===== config.mk =====
export PLATFORM = sky130hd
export DESIGN_NAME = datapath_regbank
export DESIGN_NICKNAME = d
export VERILOG_FILES = /design/src/rtl/datapath_regbank.sv
export SDC_FILE = /design/constraint.sdc
export NUM_CORES = 1
export LEC_CHECK = 0
export ABC_AREA = 1
export CAP_MARGIN = 25
export CORE_MARGIN = 3
export CORE_UTILIZATION = 54
export CTS_CLUSTER_DIAMETER = 100
export DETAILED_ROUTE_END_ITERATION = 10
export PLACE_DENSITY = 0.83
export REMOVE_ABC_BUFFERS = 1
export SYNTH_ARGS = -nofsm -noshare
export SYNTH_HDL_FRONTEND = slang
export SYNTH_SLANG_ARGS = --single-unit
export TNS_END_PERCENT = 100

===== constraint.sdc =====
create_clock -name clk -period 1.5 [get_ports clk]
set_input_delay 0.225 -clock clk [delete_from_list [all_inputs] [get_ports clk]]
set_output_delay 0.225 -clock clk [all_outputs]
set_load 0.01 [all_outputs]

===== src/rtl/datapath_regbank.sv =====
// Register bank around the 17-bit ALU of the downsampling datapath.
// Holds AC, R1-R3, TR, DR (data width) plus AR/PC (address width) and the
// zero flag. It feeds the ALU operands and captures the ALU result. The
// operand buses are driven only from register state, so the
// ALU -> cbus -> register -> abus/bbus loop is always broken by a flop.
module datapath_regbank #(
    parameter int DW = 17,
    parameter int AW = 16
) (
    input  logic          clk,
    input  logic          rst,
    input  logic [DW-1:0] cbus,
    input  logic          z_in,
    input  logic          z_en,
    input  logic [DW-1:0] dm_in,
    input  logic          dr_load_mem,
    input  logic [7:0]    wr_en,
    input  logic [4:0]    inc_en,
    input  logic [2:0]    bbus_sel,
    output logic [DW-1:0] abus,
    output logic [DW-1:0] bbus,
    output logic          z_flag,
    output logic [AW-1:0] ar_out,
    output logic [AW-1:0] pc_out,
    output logic [DW-1:0] dr_out
);

    logic [DW-1:0] ac_r, r1_r, r2_r, r3_r, tr_r, dr_r;
    logic [AW-1:0] ar_r, pc_r;
    logic          z_flag_r;

    logic [DW-1:0] ac_nxt_s, r1_nxt_s, r2_nxt_s, r3_nxt_s, tr_nxt_s, dr_nxt_s;
    logic [AW-1:0] ar_nxt_s, pc_nxt_s;
    logic          z_nxt_s;
    logic [DW-1:0] bbus_s;

    // Next-state per register: memory load beats bus write, bus write beats increment.
    always_comb begin
        ac_nxt_s = ac_r;
        r1_nxt_s = r1_r;
        r2_nxt_s = r2_r;
        r3_nxt_s = r3_r;
        tr_nxt_s = tr_r;
        dr_nxt_s = dr_r;
        ar_nxt_s = ar_r;
        pc_nxt_s = pc_r;
        z_nxt_s  = z_flag_r;

        if (wr_en[0]) begin
            ac_nxt_s = cbus;
        end else begin
            ac_nxt_s = ac_r;
        end

        if (wr_en[1]) begin
            r1_nxt_s = cbus;
        end else if (inc_en[2]) begin
            r1_nxt_s = r1_r + DW'(1);
        end else begin
            r1_nxt_s = r1_r;
        end

        if (wr_en[2]) begin
            r2_nxt_s = cbus;
        end else if (inc_en[3]) begin
            r2_nxt_s = r2_r + DW'(1);
        end else begin
            r2_nxt_s = r2_r;
        end

        if (wr_en[3]) begin
            r3_nxt_s = cbus;
        end else if (inc_en[4]) begin
            r3_nxt_s = r3_r + DW'(1);
        end else begin
            r3_nxt_s = r3_r;
        end

        if (wr_en[4]) begin
            tr_nxt_s = cbus;
        end else begin
            tr_nxt_s = tr_r;
        end

        // Address registers drop the ALU result MSB.
        if (wr_en[5]) begin
            ar_nxt_s = cbus[AW-1:0];
        end else if (inc_en[0]) begin
            ar_nxt_s = ar_r + AW'(1);
        end else begin
            ar_nxt_s = ar_r;
        end

        if (wr_en[6]) begin
            pc_nxt_s = cbus[AW-1:0];
        end else if (inc_en[1]) begin
            pc_nxt_s = pc_r + AW'(1);
        end else begin
            pc_nxt_s = pc_r;
        end

        if (dr_load_mem) begin
            dr_nxt_s = dm_in;
        end else if (wr_en[7]) begin
            dr_nxt_s = cbus;
        end else begin
            dr_nxt_s = dr_r;
        end

        // z_in reflects the operands presented this cycle, i.e. pre-write state.
        if (z_en) begin
            z_nxt_s = z_in;
        end else begin
            z_nxt_s = z_flag_r;
        end
    end

    // State registers with synchronous reset that discards any same-cycle update.
    always_ff @(posedge clk) begin
        if (rst) begin
            ac_r     <= '0;
            r1_r     <= '0;
            r2_r     <= '0;
            r3_r     <= '0;
            tr_r     <= '0;
            dr_r     <= '0;
            ar_r     <= '0;
            pc_r     <= '0;
            z_flag_r <= 1'b0;
        end else begin
            ac_r     <= ac_nxt_s;
            r1_r     <= r1_nxt_s;
            r2_r     <= r2_nxt_s;
            r3_r     <= r3_nxt_s;
            tr_r     <= tr_nxt_s;
            dr_r     <= dr_nxt_s;
            ar_r     <= ar_nxt_s;
            pc_r     <= pc_nxt_s;
            z_flag_r <= z_nxt_s;
        end
    end

    // B operand mux, sourced from registers only (never from cbus).
    always_comb begin
        bbus_s = '0;
        case (bbus_sel)
            3'd0:    bbus_s = dr_r;
            3'd1:    bbus_s = r1_r;
            3'd2:    bbus_s = r2_r;
            3'd3:    bbus_s = r3_r;
            3'd4:    bbus_s = tr_r;
            3'd5:    bbus_s = {{(DW-AW){1'b0}}, ar_r};
            3'd6:    bbus_s = {{(DW-AW){1'b0}}, pc_r};
            3'd7:    bbus_s = '0;
            default: bbus_s = '0;
        endcase
    end

    assign abus   = ac_r;
    assign bbus   = bbus_s;
    assign z_flag = z_flag_r;
    assign ar_out = ar_r;
    assign pc_out = pc_r;
    assign dr_out = dr_r;

endmodule


==> summary.txt, run 1 <==
Status
  • Status: complete, but fails checks
  • Violated checks: negative setup slack

Die
  • Chip height: 128 um
  • Overall die width: 128 um
  • Io pins: 139
  • Rows: 44
  • Die ar.: 16500 um2
  • Initial core utilization: 0.554
  • Core ar.: 14600 um2

Flow run
  • Maxcap violations: 0

Timing
  • Worst setup margin: -0.164 ns
  • RSZ-0062 raised after global routing: yes
  • # setup viols final: 16
  • Period utilisation layout: 1.11
  • Max_slew headroom: 0.686
  • Max Clock Freq: 0.601 GHz
  • Min cycle time layout: 1.66 ns
  • Slew @ Worst Pin: 0.470 ns
  • Final Hold Vio Count: 0
  • Max Slew Vio Count: 0
  • Final Skew: 0.00706 ns

Global route
  • Largest net degree at the start of global routing: 72
  • Vias in the first global route: 9655
  • Global-route wire length before repair: 50700 um
  • Grt met1 use: 0.479
  • Grt met3 use: 0.116
  • GR met2 Demand/Resource: 0.627
  • Congestion Overflow GR: 0
  • GR peak layer: met2
  • Initial antenna violation count: 0
  • Gr usage total: 0.393

Critical path
  • CP startpoint kind: register
  • CP arrival: 1.44 ns
  • Worst endpoint required time: 1.27 ns
  • Worst-path maximum fanout: 2
  • R2r setup slk: 0.03 ns
  • Kind of end point of the critical path: output pin
  • Crit path kind: register to output pin

Drt
  • Wirelength, routed: 34300 um
  • Iter 0 DRT Violations: 1411
  • DR WL/cell: 19.5 um
  • DRC viols: 0
  • Drt via density: 6.01
  • Vias: 10600
  • TritonRoute pass-1 iters: 7
  • DRT antenna net count: 0

Cells and area
  • Antenna Cells: 0
  • Layout cell share with drive strength beyond 1: 0.301
  • Final #Nets: 1621
  • Fill cell count: 975
  • Area grow syn2layout: 50.0%
  • Finished Cell Area: 12100 um2

Clocking
  • Clock sink count: 135
  • CTS max path bufs: 2
  • Num CTS Buffers: 17
  • Hold-fix buffer count after cts: 0
  • Clk slew on worst S/H paths: 0.07 ns
  • Worst skew pair latency: 0.44 ns
  • Root buffer cell: clkbuf_16
  • CTS tree: yes
  • Max H-tree Level: 4

Synth
  • Mapped Cells: 1244
  • Top FF cell, synth: dfxtp_1
  • Synth cell count leaders: nand2_1, inv_1, dfxtp_1
  • #FFs+latches synth: 135
  • Yosys cell types: 37
  • Synth top area share: 0.334
  • Avg Cell Area, Syn: 6.50 um2
  • Area contributors post-synth: dfxtp_1, nand2_1, inv_1, a21oi_1, nor2_1
  • Async SR Flop Fraction: 0
  • Most frequent cell after synthesis: nand2_1
  • Yosys warns: 0
  • Cell taking the most area after synthesis: dfxtp_1
  • Post-synth EDFFs: 0
  • Post-synthesis sequential area ratio: 0.334
  • Synth Cell Area: 8090 um2

Worst hold path
  • HP Class: primary input to register

Placement
  • Placed cell area: 11000 um2
  • Hpwl dp: 24000 um
  • Routability congestion estimate: 1.05
  • I/O Buffers: 138

Power
  • Total Power: 10.4 mW
  • Pwr Density: 858 nW/um2
  • VDD IR-drop max: 0.873 mV
  • Pleak: 5.51 nW
==> layout make-up <==
| class | instances | area [um2] | share of cell area |
|---|---|---|---|
| clock inverter | 14 | 130 | 0.0107 |
| clock buffer | 18 | 429 | 0.0354 |
| tap | 184 | 230 | 0.0190 |
| inverter | 192 | 738 | 0.0609 |
| multi-input combinational | 863 | 4800 | 0.396 |
| timing repair buffer | 352 | 3030 | 0.249 |
| sequential | 135 | 2780 | 0.229 |
==> layer usage <==
| metal | share of wire | vias up |
|---|---|---|
| met2 | 0.46 | 807 |
| met1 | 0.35 | 4766 |
| met3 | 0.13 | 189 |
| met4 | 0.063 | 0 |
| li1 | - | 4796 |
| met5 | 0 | - |
==> cells by family (layout without fill, tap and decap cells) <==
group / Yosys count / count (layout) / synth area share
and+or+nand+nor: 521 / 521 / 0.272
AOI/OAI and AO/OA: 323 / 323 / 0.245
buffers and inverters: 246 / 576 / 0.126
DFF: 135 / 135 / 0.334
xor gates and xnor gates: 14 / 14 / 0.0152
adders and majority gates: 5 / 5 / 0.00774
==> critical path: stages, from the launching register on <==
cell       delay, ns
dfxtp_2         0.33
inv_2           0.06
nor2_1          0.05
nor3_1          0.21
o2111ai_1       0.18
buf_2           0.18
==> path summary, 6_finish.rpt <==
path                                              from                     to  depth (start not counted)
worst max register to register    r3_r[0]$_SDFFE_PP0P_  r3_r[16]$_SDFFE_PP0P_                          8
worst min register to register    abus[8]$_SDFFE_PP0P_   abus[8]$_SDFFE_PP0P_                          2
worst min-delay path                               rst   r2_r[6]$_SDFFE_PP0P_                          3
worst max-delay path            ar_out[9]$_SDFFE_PP0P_                bbus[9]                          5
==> metrics by stage <==
| step | utilization | TNS [ns] | setup slack (ns) | std cells | hold WS, ns |
|---|---|---|---|---|---|
| 6_report | 0.832 | -1.21 | -0.164 | 1758 | 0.309 |
| 5_1_grt | 0.832 | -2.10 | -0.240 | 1758 | 0.313 |
| 4_1_cts | 0.803 | -1.09 | -0.117 | 1746 | 0.290 |
| 3_5_place_dp | 0.755 | -14.50 | -0.901 | 1706 | 0.516 |
| 3_3_place_gp | 0.755 | -14.10 | -0.861 | 1706 | 0.504 |
| 2_1_floorplan | - | 0 | 0.0660 | 1190 | 0.294 |
==> registers in the layout, summed over array words and instances, names as in the netlist <==
name and cells:
abus 17, ar_out 16, dr_out 17, pc_out 16
r1_r 17, r2_r 17, r3_r 17, tr_r 17
z_flag 1
==> power breakdown <==
group / total [mW] / internal (mW) / switching, mW
clock network: 4.09 / 2.19 / 1.90
logic: 2.31 / 1.03 / 1.28
registers: 4.02 / 3.84 / 0.182
total: 10.4 / 7.05 / 3.36
==> layout by cell type, fill, tap and decap left out, types with 58 or more instances in the layout <==
cell type,count
nand3_1,91
dfxtp_1,80
inv_1,141
a22oi_1,58
a21oi_1,114
nand2_1,243
buf_4,192
nor2_1,95
dlygate4sd2_1,61
o21ai_0,74
==> timing repair <==
action | in CTS | in global routing
resized for setup | 260 | 121
setup buffers | 8 | 12
endpoints found under the setup margin | 95 | 59
pin swaps | 44 | 45
Power figures use the tool's default switching activity.
==> run 2, diff against run 1 <==
--- a/config.mk
+++ b/config.mk
@@ -11,6 +11,7 @@
 export CORE_UTILIZATION = 54
 export CTS_CLUSTER_DIAMETER = 100
 export DETAILED_ROUTE_END_ITERATION = 10
+export MAX_ROUTING_LAYER = met4
 export PLACE_DENSITY = 0.83
 export REMOVE_ABC_BUFFERS = 1
 export SYNTH_ARGS = -nofsm -noshare
==> run 2 against run 1 <==
- the run still ends with negative setup slack left
- clock skew hardly changed
- global-route usage grew 3.4 points
- highest routed layer unchanged
- utilization down 0.30 points
- sequential power hardly changed
- combinational power about the same
==> summary.txt, run 2 (synthesis results as in run 1) <==
Timing
  • Final Skew: 0.00756 ns (+0.000494 ns)
  • RSZ-0062 raised after global routing: yes
  • Slew @ Worst Pin: 0.493 ns (+0.0230 ns)
  • Final Hold Vio Count: 0 (unchanged)
  • Period utilisation layout: 1.09 (-0.0162)
  • Max_slew headroom: 0.670 (-0.0154)
  • Max Slew Vio Count: 0 (unchanged)
  • # setup viols final: 16 (unchanged)
  • Min cycle time layout: 1.64 ns (-0.0243 ns)
  • Worst setup margin: -0.140 ns (+0.0243 ns)
  • Max Clock Freq: 0.610 GHz (+1.5%)
  • Final setup TNS: -0.981 ns (+0.226 ns)

Cells and area
  • Reg area: 2790 um2 (+0.54%)
  • Area grow syn2layout: 49.5%
  • Most frequent cells in the layout: nand2_1, buf_4, inv_1
  • Antenna Cells: 0 (unchanged)
  • Final #Nets: 1613 (-0.49%)
  • Leading cell type in the layout, fill and taps excluded: nand2_1
  • Util after Layout: 0.829 (-0.00300)
  • Fill cell count: 987 (+1.2%)
  • Layout cell share with drive strength beyond 1: 0.309 (+0.00812)
  • Multi-input logic area: 4740 um2 (-1.4%)

Die
  • Rows: 44 (unchanged)
  • Die ar.: 16500 um2 (unchanged)
  • Io pins: 139 (unchanged)
  • Initial core utilization: 0.554 (unchanged)
  • Core ar.: 14600 um2 (unchanged)
  • Chip height: 128 um (unchanged)
  • Overall die width: 128 um (unchanged)

Placement
  • Hpwl dp: 25200 um (+5.1%)
  • DP Worst Slack: -0.915 ns (-0.0133 ns)
  • I/O Buffers: 138 (unchanged)
  • Routability congestion estimate: 1.08 (+3.0%)

Status
  • Status: complete, but fails checks
  • Violated checks: negative setup slack

Drt
  • Drt via density: 5.99 (-0.27%)
  • Iter 0 DRT Violations: 1262 (-11%)
  • DRC viols: 0 (unchanged)
  • DR WL/cell: 20.1 um (+3.3%)
  • TritonRoute pass-1 iters: 6 (-1)
  • Wirelength, routed: 35200 um (+2.8%)
  • Vias: 10500 (-0.78%)
  • DRT antenna net count: 0 (unchanged)

Critical path
  • R2R Path Start: r3_r[0]$_SDFFE_PP0P_
  • CP arrival: 1.41 ns (-0.03 ns)
  • CP startpoint kind: register
  • Crit path launch: r3_r[6]$_SDFFE_PP0P_
  • Crit path kind: register to output pin
  • Worst endpoint required time: 1.27 ns (about the same)
  • Kind of end point of the critical path: output pin
  • Worst r2r path cells: 8 (unchanged)
  • Worst-path maximum fanout: 2 (unchanged)
  • R2r setup slk: 0.05 ns (+0.02 ns)

Clocking
  • Clk slew on worst S/H paths: 0.06 ns (about the same)
  • CTS max path bufs: 2 (unchanged)
  • Max H-tree Level: 4 (unchanged)
  • Root buffer cell: clkbuf_16
  • Clock sink count: 135 (unchanged)
  • Worst skew pair latency: 0.43 ns (about the same)
  • Num CTS Buffers: 17 (unchanged)
  • CTS tree: yes
  • Hold-fix buffer count after cts: 0 (unchanged)

Global route
  • Vias in the first global route: 9751 (+0.99%)
  • Congestion Overflow GR: 0 (unchanged)
  • Largest net degree at the start of global routing: 65 (-9.7%)
  • Gr usage total: 0.428 (+0.0344)
  • Global-route wire length before repair: 53200 um (+4.8%)
  • Initial antenna violation count: 0 (unchanged)

Flow run
  • Maxcap violations: 0 (unchanged)

Worst hold path
  • HP Class: primary input to register
  • Hold path depth: 3 (unchanged)
  • Hold Crit Start: rst

Power
  • VDD IR-drop max: 1.15 mV (+31%)
  • Pleak: 5.51 nW (about the same)
  • Pwr Density: 878 nW/um2 (+2.3%)
[run 2: cell types whose count changed in the layout (fill, tap and decap cells not counted), sizes merged]
cell | previous run | this run
buf | 235 | 227
clkdlybuf4s15 | 4 | 0
inv | 201 | 197
dlygate4sd2 | 61 | 64
bufinv | 0 | 2
clkinv | 3 | 4
clkinvlp | 2 | 3
[run 2: what timing repair did]
action / 4_1_cts / 5_1_grt
buffers inserted: 15 / 6
setup endpoints to repair: 100 / 55
resized for setup: 261 / 128
pin swaps: 40 / 52
gates cloned: 1 / 0
[run 2: worst max-delay path, stage by stage (launching register included)]
cell,delay [ns]
dfxtp_2,0.33
nand4_1,0.11
nand2_1,0.08
a21oi_2,0.11
o211ai_1,0.17
buf_2,0.19
[run 2: where the power goes]
part           switching, mW  internal (mW)
sequential             0.186           3.84
combinational           1.29           1.02
clock                   1.79           2.49
total                   3.27           7.35
[run 2: metal layers]
metal / GRT usage / part of all wire / vias to the layer above
li1: - / - / 4795
met3: 0.0801 / 0.099 / 177
met2: 0.666 / 0.46 / 702
met1: 0.531 / 0.38 / 4802
met5: - / 0 / -
met4: 0.215 / 0.061 / 0
[run 2: final cells by class]
cell class | instances | share of cell area
multi-input combinational | 863 | 0.392
timing repair buffer | 344 | 0.247
sequential | 135 | 0.231
inverter | 192 | 0.0621
clock buffer | 17 | 0.0352
tap | 184 | 0.0190
clock inverter | 14 | 0.0138
[run 2: path summary, 6_finish.rpt]
check                     endpoint
max                        bbus[6]
min           r2_r[5]$_SDFFE_PP0P_
max reg2reg  r3_r[12]$_SDFFE_PP0P_
min reg2reg   abus[0]$_SDFFE_PP0P_
[run 2: through the flow]
step                      instance area (um2)  hold slack [ns]  total power, mW  std cells
after floorplan                          7800            0.294             4.83       1190
after global placement                  11000            0.503             6.20       1699
after detailed placement                11000            0.514             6.24       1699
after CTS                               11800            0.299             10.4       1746
after global routing                    12100            0.312             10.9       1749
final                                   12100            0.303             10.6       1749
